--- config.mk ---
export PLATFORM = sky130hd
export DESIGN_NAME = stereo_fir_filter
export DESIGN_NICKNAME = d
export VERILOG_FILES = /design/src/rtl/stereo_fir_filter.sv
export SDC_FILE = /design/constraint.sdc
export NUM_CORES = 2
export LEC_CHECK = 0
export ABC_AREA = 1
export BUFFER_PORTS_ARGS = -buffer_cell sky130_fd_sc_hd__buf_2
export CORE_ASPECT_RATIO = 1.25
export CORE_MARGIN = 1
export CORE_UTILIZATION = 30
export DETAILED_ROUTE_END_ITERATION = 8
export PLACE_DENSITY = 0.51
export SLEW_MARGIN = 20
export SYNTH_ARGS = -nofsm -noshare
export SYNTH_HDL_FRONTEND = slang
export SYNTH_SLANG_ARGS = --single-unit
--- constraint.sdc ---
create_clock -name CLOCK -period 22.5 [get_ports CLOCK]
set_input_delay 5.625 -clock CLOCK [delete_from_list [all_inputs] [get_ports CLOCK]]
set_output_delay 5.625 -clock CLOCK [all_outputs]
set_load 0.01 [all_outputs]
--- src/rtl/stereo_fir_filter.sv ---
// Stereo FIR filter: one shared MAC serves both channels, with run-time writable shared coefficients.
// Define FIR_SAT_EN to clamp the rounded outputs; without it the outputs wrap to DW bits.
module stereo_fir_filter #(
    parameter int unsigned NTAPS = 32,
    parameter int unsigned DW    = 18,
    parameter int unsigned CW    = 18
) (
    input  logic                     CLOCK,
    input  logic                     RESET,
    input  logic                     DIN_RDY,
    input  logic [DW-1:0]            LEFT_IN,
    input  logic [DW-1:0]            RIGHT_IN,
    input  logic                     COEF_WE,
    input  logic [$clog2(NTAPS)-1:0] COEF_ADDR,
    input  logic [CW-1:0]            COEF_DATA,
    output logic [DW-1:0]            LEFT_OUT,
    output logic [DW-1:0]            RIGHT_OUT,
    output logic                     DOUT_VALID,
    output logic                     BUSY,
    output logic                     OVERRUN
);

    localparam int unsigned AW   = $clog2(NTAPS);
    localparam int unsigned PW   = DW + CW;
    localparam int unsigned ACCW = DW + CW + AW;

    localparam logic [AW:0]             LastCnt = (AW + 1)'(NTAPS);
    localparam logic signed [ACCW-1:0]  RoundC  = ACCW'(1) << (CW - 2);
`ifdef FIR_SAT_EN
    localparam logic signed [ACCW-1:0]  SatMax  = ACCW'((64'sd1 <<< (DW - 1)) - 64'sd1);
    localparam logic signed [ACCW-1:0]  SatMin  = ~SatMax;
`endif

    typedef enum logic [2:0] {StIdle, StWrite, StMacL, StMacR, StOut} state_e;

    state_e r_state;
    state_e w_state_next;

    logic signed [CW-1:0]   r_coef   [NTAPS];
    logic signed [DW-1:0]   r_hist_l [NTAPS];
    logic signed [DW-1:0]   r_hist_r [NTAPS];
    logic [DW-1:0]          r_cap_l;
    logic [DW-1:0]          r_cap_r;
    logic [AW-1:0]          r_wptr;
    logic [AW:0]            r_cnt;
    logic signed [PW-1:0]   r_prod;
    logic signed [ACCW-1:0] r_acc;
    logic signed [ACCW-1:0] r_acc_l;
    logic [DW-1:0]          r_left;
    logic [DW-1:0]          r_right;
    logic                   r_overrun;

    logic [AW-1:0]          w_idx;
    logic                   w_last;
    logic signed [CW-1:0]   w_coef;
    logic signed [DW-1:0]   w_sample;
    logic signed [PW-1:0]   w_prod;
    logic signed [ACCW-1:0] w_acc_sum;

    // r_wptr addresses the newest sample during the MAC phases; tap k reads x[n-k].
    assign w_idx     = r_wptr - r_cnt[AW-1:0];
    assign w_last    = (r_cnt == LastCnt);
    assign w_coef    = r_coef[r_cnt[AW-1:0]];
    assign w_sample  = (r_state == StMacL) ? r_hist_l[w_idx] : r_hist_r[w_idx];
    assign w_prod    = {{DW{w_coef[CW-1]}}, w_coef} * {{CW{w_sample[DW-1]}}, w_sample};
    assign w_acc_sum = r_acc + {{AW{r_prod[PW-1]}}, r_prod};

    function automatic logic [DW-1:0] round_sat(input logic signed [ACCW-1:0] acc);
        logic signed [ACCW-1:0] v;
        v = (acc + RoundC) >>> (CW - 1);
`ifdef FIR_SAT_EN
        if (v > SatMax) begin
            v = SatMax;
        end else if (v < SatMin) begin
            v = SatMin;
        end
`endif
        return v[DW-1:0];
    endfunction

    always_ff @(posedge CLOCK) begin
        if (RESET) begin
            r_state <= StIdle;
        end else begin
            r_state <= w_state_next;
        end
    end

    always_comb begin
        w_state_next = r_state;
        BUSY         = (r_state != StIdle);
        DOUT_VALID   = (r_state == StOut);
        case (r_state)
            StIdle:  if (DIN_RDY) w_state_next = StWrite;
            StWrite: w_state_next = StMacL;
            StMacL:  if (w_last) w_state_next = StMacR;
            StMacR:  if (w_last) w_state_next = StOut;
            StOut:   w_state_next = StIdle;
            default: w_state_next = StIdle;
        endcase
    end

    always_ff @(posedge CLOCK) begin
        if (RESET) begin
            for (int i = 0; i < NTAPS; i++) begin
                r_coef[i]   <= '0;
                r_hist_l[i] <= '0;
                r_hist_r[i] <= '0;
            end
            r_cap_l   <= '0;
            r_cap_r   <= '0;
            r_wptr    <= '0;
            r_cnt     <= '0;
            r_prod    <= '0;
            r_acc     <= '0;
            r_acc_l   <= '0;
            r_left    <= '0;
            r_right   <= '0;
            r_overrun <= 1'b0;
        end else begin
            if (r_state == StIdle && COEF_WE) begin
                r_coef[COEF_ADDR] <= COEF_DATA;
            end
            if (r_state != StIdle && DIN_RDY) begin
                r_overrun <= 1'b1;
            end
            case (r_state)
                StIdle: begin
                    if (DIN_RDY) begin
                        r_cap_l <= LEFT_IN;
                        r_cap_r <= RIGHT_IN;
                    end
                end
                StWrite: begin
                    r_hist_l[r_wptr] <= r_cap_l;
                    r_hist_r[r_wptr] <= r_cap_r;
                    r_cnt            <= '0;
                end
                StMacL, StMacR: begin
                    // One-stage product pipeline: the count runs 0..NTAPS, the sum lags by one.
                    r_prod <= w_prod;
                    r_acc  <= (r_cnt == '0) ? '0 : w_acc_sum;
                    r_cnt  <= w_last ? '0 : r_cnt + 1'b1;
                    if (w_last && r_state == StMacL) begin
                        r_acc_l <= w_acc_sum;
                    end
                    if (w_last && r_state == StMacR) begin
                        r_left  <= round_sat(r_acc_l);
                        r_right <= round_sat(w_acc_sum);
                    end
                end
                StOut: begin
                    r_wptr <= r_wptr + 1'b1;
                end
                default: begin
                end
            endcase
        end
    end

    assign LEFT_OUT  = r_left;
    assign RIGHT_OUT = r_right;
    assign OVERRUN   = r_overrun;

endmodule

Word level (Yosys, flattened, before mapping)
Memories as Yosys holds them, arrays and structs flattened. A register that Yosys moved wholly into a read port is not among the register bits.
Index checks and enable logic that the tools add are counted.

operators by class
  $add $sub $neg = 6
  multiply operators = 1
  divide/modulo/power cells = 0
  $lt $le $gt $ge = 0
  equal/unequal tests = 8
  shift operators = 0
  muxes and demuxes = 27
  bitwise logic cells = 0
  reduce and logical (&&, ||, !) cells = 16

operator list
  kind                    count
  $mux 18                 4
  $add 35x18->35 const B  2
  $reduce_or 18->1        3
  $add 41x41->41          1
  $mux 41                 1
  $mul 18x18->36          1
  $mux 5                  5
  $pmux 3 s4              1
  $pmux 6 s2              1
  $mux 1                  11
  $mux 3                  3
  $add 6x1->6 const B     1
  $eq 3x2->1 const B      2
  $eq 6x6->1 const B      1
  $logic_not 6->1         1
  $mux 6                  1
  $ne 2x2->1 const B      3
  $reduce_and 2->1        3
  $add 5x1->5 const B     1
  $sub 5x5->5             1
  $logic_and 1x1->1       4
  $eq 3x1->1 const B      1
  $eq 3x3->1 const B      1
  $logic_not 3->1         1
  4 further kinds         4

storage, ports and cells
  bits in registers = 199
  bits in latches = 0
  RAM bits = 1728
  memory bits (read-only) = 0
  input bits = 63
  output and inout bits = 39
  logic and storage cells = 72
  memories kept = 3

memory list
  name      depth  bits a word  rd ports  clocked after Yosys merged registers in  wr ports  line  source
  r_coef    32     18           1         1                                        32        39    logic signed [CW-1:0] r_coef [NTAPS];
  r_hist_l  32     18           1         0                                        32        40    logic signed [DW-1:0] r_hist_l [NTAPS];
  r_hist_r  32     18           1         0                                        32        41    logic signed [DW-1:0] r_hist_r [NTAPS];

Logic depth before layout (Yosys ltp)
  depth in word-level cells = 7
  gate-level depth with buffers = 45
  depth with buffers taken out = 42

Worst setup path before layout
No wires, ideal clock.

  path kind = input to register
  start point = input RESET
  end point = memory r_hist_l[0][0], enable pin
  data arrival time = 7.514 ns
  slack = 14.592 ns
  stages on the path = 7
  path buffers = 2
  cell sequence = clkbuf_1 -> inv_1 -> nand2_1 -> nor2_1 -> nand2_1 -> clkbuf_1 -> nand2_1

RTL lines
  item             line  source
  start, declared  9     input logic RESET,
  end, declared    40

Worst setup path after layout
  start point = register r_wptr[0]
  end point = register r_prod[27]

between the ends
  cells in the longest elaborated chain, start to end = 4
  elaborated cells between the ends (all ways) = 5

ends and longest elaborated chain
  item                                     line  source
  start, declared                          44    logic [AW-1:0] r_wptr;
  start signal, assigned                   153   r_wptr <= r_wptr + 1'b1;
  $sub 5x5->5 (*)                          61    assign w_idx = r_wptr - r_cnt[AW-1:0];
  $mem_v2 32x18, on equally long branches  n/a
  $mux 18 (*)                              64    assign w_sample = (r_state == StMacL) ? r_hist_l[w_idx] : r_hist_r[w_idx];
  $mul 18x18->36 (*)                       65    assign w_prod = {{DW{w_coef[CW-1]}}, w_coef} * {{CW{w_sample[DW-1]}}, w_sample};
  end signal, assigned                     141   r_prod <= w_prod;
  end, declared                            46    logic signed [PW-1:0] r_prod;

Mark *: on every way between the ends. The rest lies on a longest branch, timed or not.
A chain may end at the register's enable or synchronous reset.

==> flow_metrics.tcl <==
set metrics [dict create \
    cts_setup_buffers 0 \
    cts_num_sinks 1909 \
    fmax_ghz 0.0905 \
    slowest_delay_ns 0.96 \
    drive_above_1_share 0.0817 \
    yosysUniqueCellTypes 61 \
    vias_per_cell 5.17 \
    max-cap-violations 0 \
    worstPathMaxFanout 152 \
    worst_setup_path_start_kind "register" \
    num_vias 74400 \
    synth.area.mux_share 0 \
    drt_pass1_iterations 6 \
    path_buf_inv 12 \
    multi_input_comb_area_um2 36800 \
    drtAntennaViolNets 0 \
    timing.rr.start "r_wptr[0]$_SDFFE_PP0P_" \
    hold_violations 0 \
    critPathSlowestCell "fa_4" \
    drt-initial-drc-count 6754 \
    hold_buffers 0 \
    synth_cells 10100 \
    synth_compound_area_frac 0.101 \
    ctsResizeCount 0 \
    first_global_vias 74900 \
    crit_start "r_wptr[0]$_SDFFE_PP0P_" \
    ios 102 \
    rsz0062_at_grt "false" \
    synth_xor_area_frac 0.00558 \
    ys_seq_area_frac 0.563 \
    async_reset_ff_frac 0 \
    cts_tree "built" \
    synth_top_family_by_area "simple AND/OR/NAND/NOR gates" \
    fillCellCount 33400 \
    clock_skew_ns 0.126 \
    wire_per_inst_um 23.8 \
    path_class "register to register" \
    synth_edf_count 1728 \
    yosys.area_share.simple 0.180 \
    setup_tns_ns 0 \
    num_rows 235 \
    ff_latch_area_um2 55500 \
    fin_crit_sh 0.491 \
    grt_pass1_wl_um 502000 \
    start_util 0.301 \
    place.detailed.hpwl_um 212000 \
    whs_path_depth 2 \
    clockRootBuffer "clkbuf_16" \
    setup_violations 0 \
    die_h_um 643 \
    critical_path_arrival_ns 11.81 \
    critPathTopFamily "adder cells" \
    drc 0 \
    grt_antenna_before_repair 6 \
    period_needed_ns 11.05 \
    numPortBuffers 101 \
    required_ns 23.25 \
    rr_worst_depth 38 \
    die_area_um2 331000 \
    report.final.slew_viol_count 0 \
    synthFlopType "edfxtp_1" \
    track_usage 0.203 \
    area_growth_pct 10.7 \
    crit_cells 38 \
    routed_wl_um 343000 \
    core_um2 327000 \
    worst-slew-pin-transition_ns 1.18 \
    yosys_register_bits 1909 \
    syn_avg_cell_area_um2 9.78 \
    ys_warn_count 0 \
    die_x_um 515 \
    synth.cell_area_um2 98600 \
    status "completed" \
    nets 10400 \
    holdCritPathClass "register to register" \
    crit_path_end_kind "register" \
    insertion_delay_ns 0.94 \
    grt_overflow_total 0 \
    slew_headroom 0.215 \
    synth_fa_ha_area_frac 0.0834 \
    grt_max_degree 179 \
    globalplace.congestion 0.891 \
    htree_levels 4 \
    clock_path_buffers 4 \
    syn_nets 10600 \
    clk_pin_slew_worst_paths_ns 0.06 \
    min_from "r_cap_l[8]$_SDFFE_PP0P_" \
    cts_buffers 209 \
]
-- worst paths after layout --
path / endpoint / slack [ns]
max: r_prod[27]$_SDFFE_PP0P_ / 11.45
min: r_cap_l[8]$_SDFFE_PP0P_ / 0.45
max reg2reg: r_prod[27]$_SDFFE_PP0P_ / 11.45
min reg2reg: r_cap_l[8]$_SDFFE_PP0P_ / 0.45
-- area by class of cell --
| type | instances | share of cell area |
|---|---|---|
| sequential | 1909 | 0.509 |
| clock buffer | 276 | 0.0513 |
| multi-input combinational | 6668 | 0.337 |
| inverter | 761 | 0.0267 |
| antenna | 3 | 0.0000688 |
| timing repair buffer | 304 | 0.0193 |
| clock inverter | 91 | 0.00692 |
| tap | 4384 | 0.0503 |
-- cell usage in the layout (no fill, tap or decap), types with 12 or more instances in the layout --
cell       count
o31ai_1       57
clkinv_2      30
a21oi_1      650
o21ai_1       28
o21ai_0      446
ha_1         136
nor2_1      2459
buf_2        100
xor2_1        39
nand4_1       21
a32o_1        12
o211ai_1      16
buf_4        198
nand2_1     1457
nand2_2       78
o221ai_1      72
o22ai_1       87
xnor2_1       17
a221oi_1     213
nand3_1      356
nor2_2        48
inv_1        709
edfxtp_1    1728
dfxtp_1      178
inv_2         42
nor3_1        30
clkbuf_1      57
clkbuf_16    211
clkinv_1      41
fa_1         324
-- stage by stage --
step | hold WS (ns) | cells | worst slack, ns | area (µm²) | util
after floorplan | 0.449 | 10100 | 14.59 | 98600 | -
after global placement | 0.448 | 14000 | 11.51 | 103000 | 0.314
after detailed placement | 0.448 | 14000 | 11.46 | 103000 | 0.314
after CTS | 0.457 | 14400 | 11.34 | 109000 | 0.334
after global routing | 0.467 | 14400 | 10.76 | 109000 | 0.334
final | 0.455 | 14400 | 11.45 | 109000 | 0.334
-- worst min-delay path: stages (launching register included) --
cell and delay (ns):
dfxtp_1 0.29, inv_1 0.06, a21oi_1 0.05
-- synthesized netlist by cell type (all sizes together) (25+ instances only) --
master	count	area, µm²
nor2	2511	9570
edfxtp	1728	51900
nand2	1542	5850
inv	760	2870
a21oi	653	3280
o21ai	488	2560
clkbuf	427	1600
nand3	361	1850
fa	325	6510
buf	314	2090
a221oi	213	1870
dfxtp	181	3620
ha	137	1710
o22ai	87	544
o221ai	72	631
o31ai	57	428
xor2	40	358
nor3	32	165
o211ai	25	233
-- per-layer routing --
| metal | vias to the layer above | track usage | part of all wire |
|---|---|---|---|
| met5 | - | 0 | 0.000023 |
| met4 | 2 | 0.0875 | 0.047 |
| met3 | 653 | 0.0283 | 0.059 |
| met2 | 2650 | 0.363 | 0.51 |
| met1 | 37600 | 0.240 | 0.39 |
| li1 | 33400 | - | - |
-- cell families after synthesis --
| group | count (synthesis) |
|---|---|
| AO/OA/AOI/OAI | 1651 |
| XOR/XNOR | 59 |
| adder cells (fa/ha/maj) | 462 |
| buffers and inverters | 1502 |
| flip-flops | 1909 |
| AND/OR/NAND/NOR | 4496 |
-- state kept, by name (all words and copies together), names as in the netlist, 3 cells and up, named ones only --
signal	cells
r_coef	576
r_hist_l	576
r_hist_r	576
r_acc	35
r_prod	35
r_acc_l	19
LEFT_OUT	18
RIGHT_OUT	18
r_cap_l	18
r_cap_r	18
r_cnt	6
r_wptr	5
r_state	3
Power is left out: the tool's default activity adds up to more than one toggle a clock period on the data nets, which glitch-free logic cannot reach.
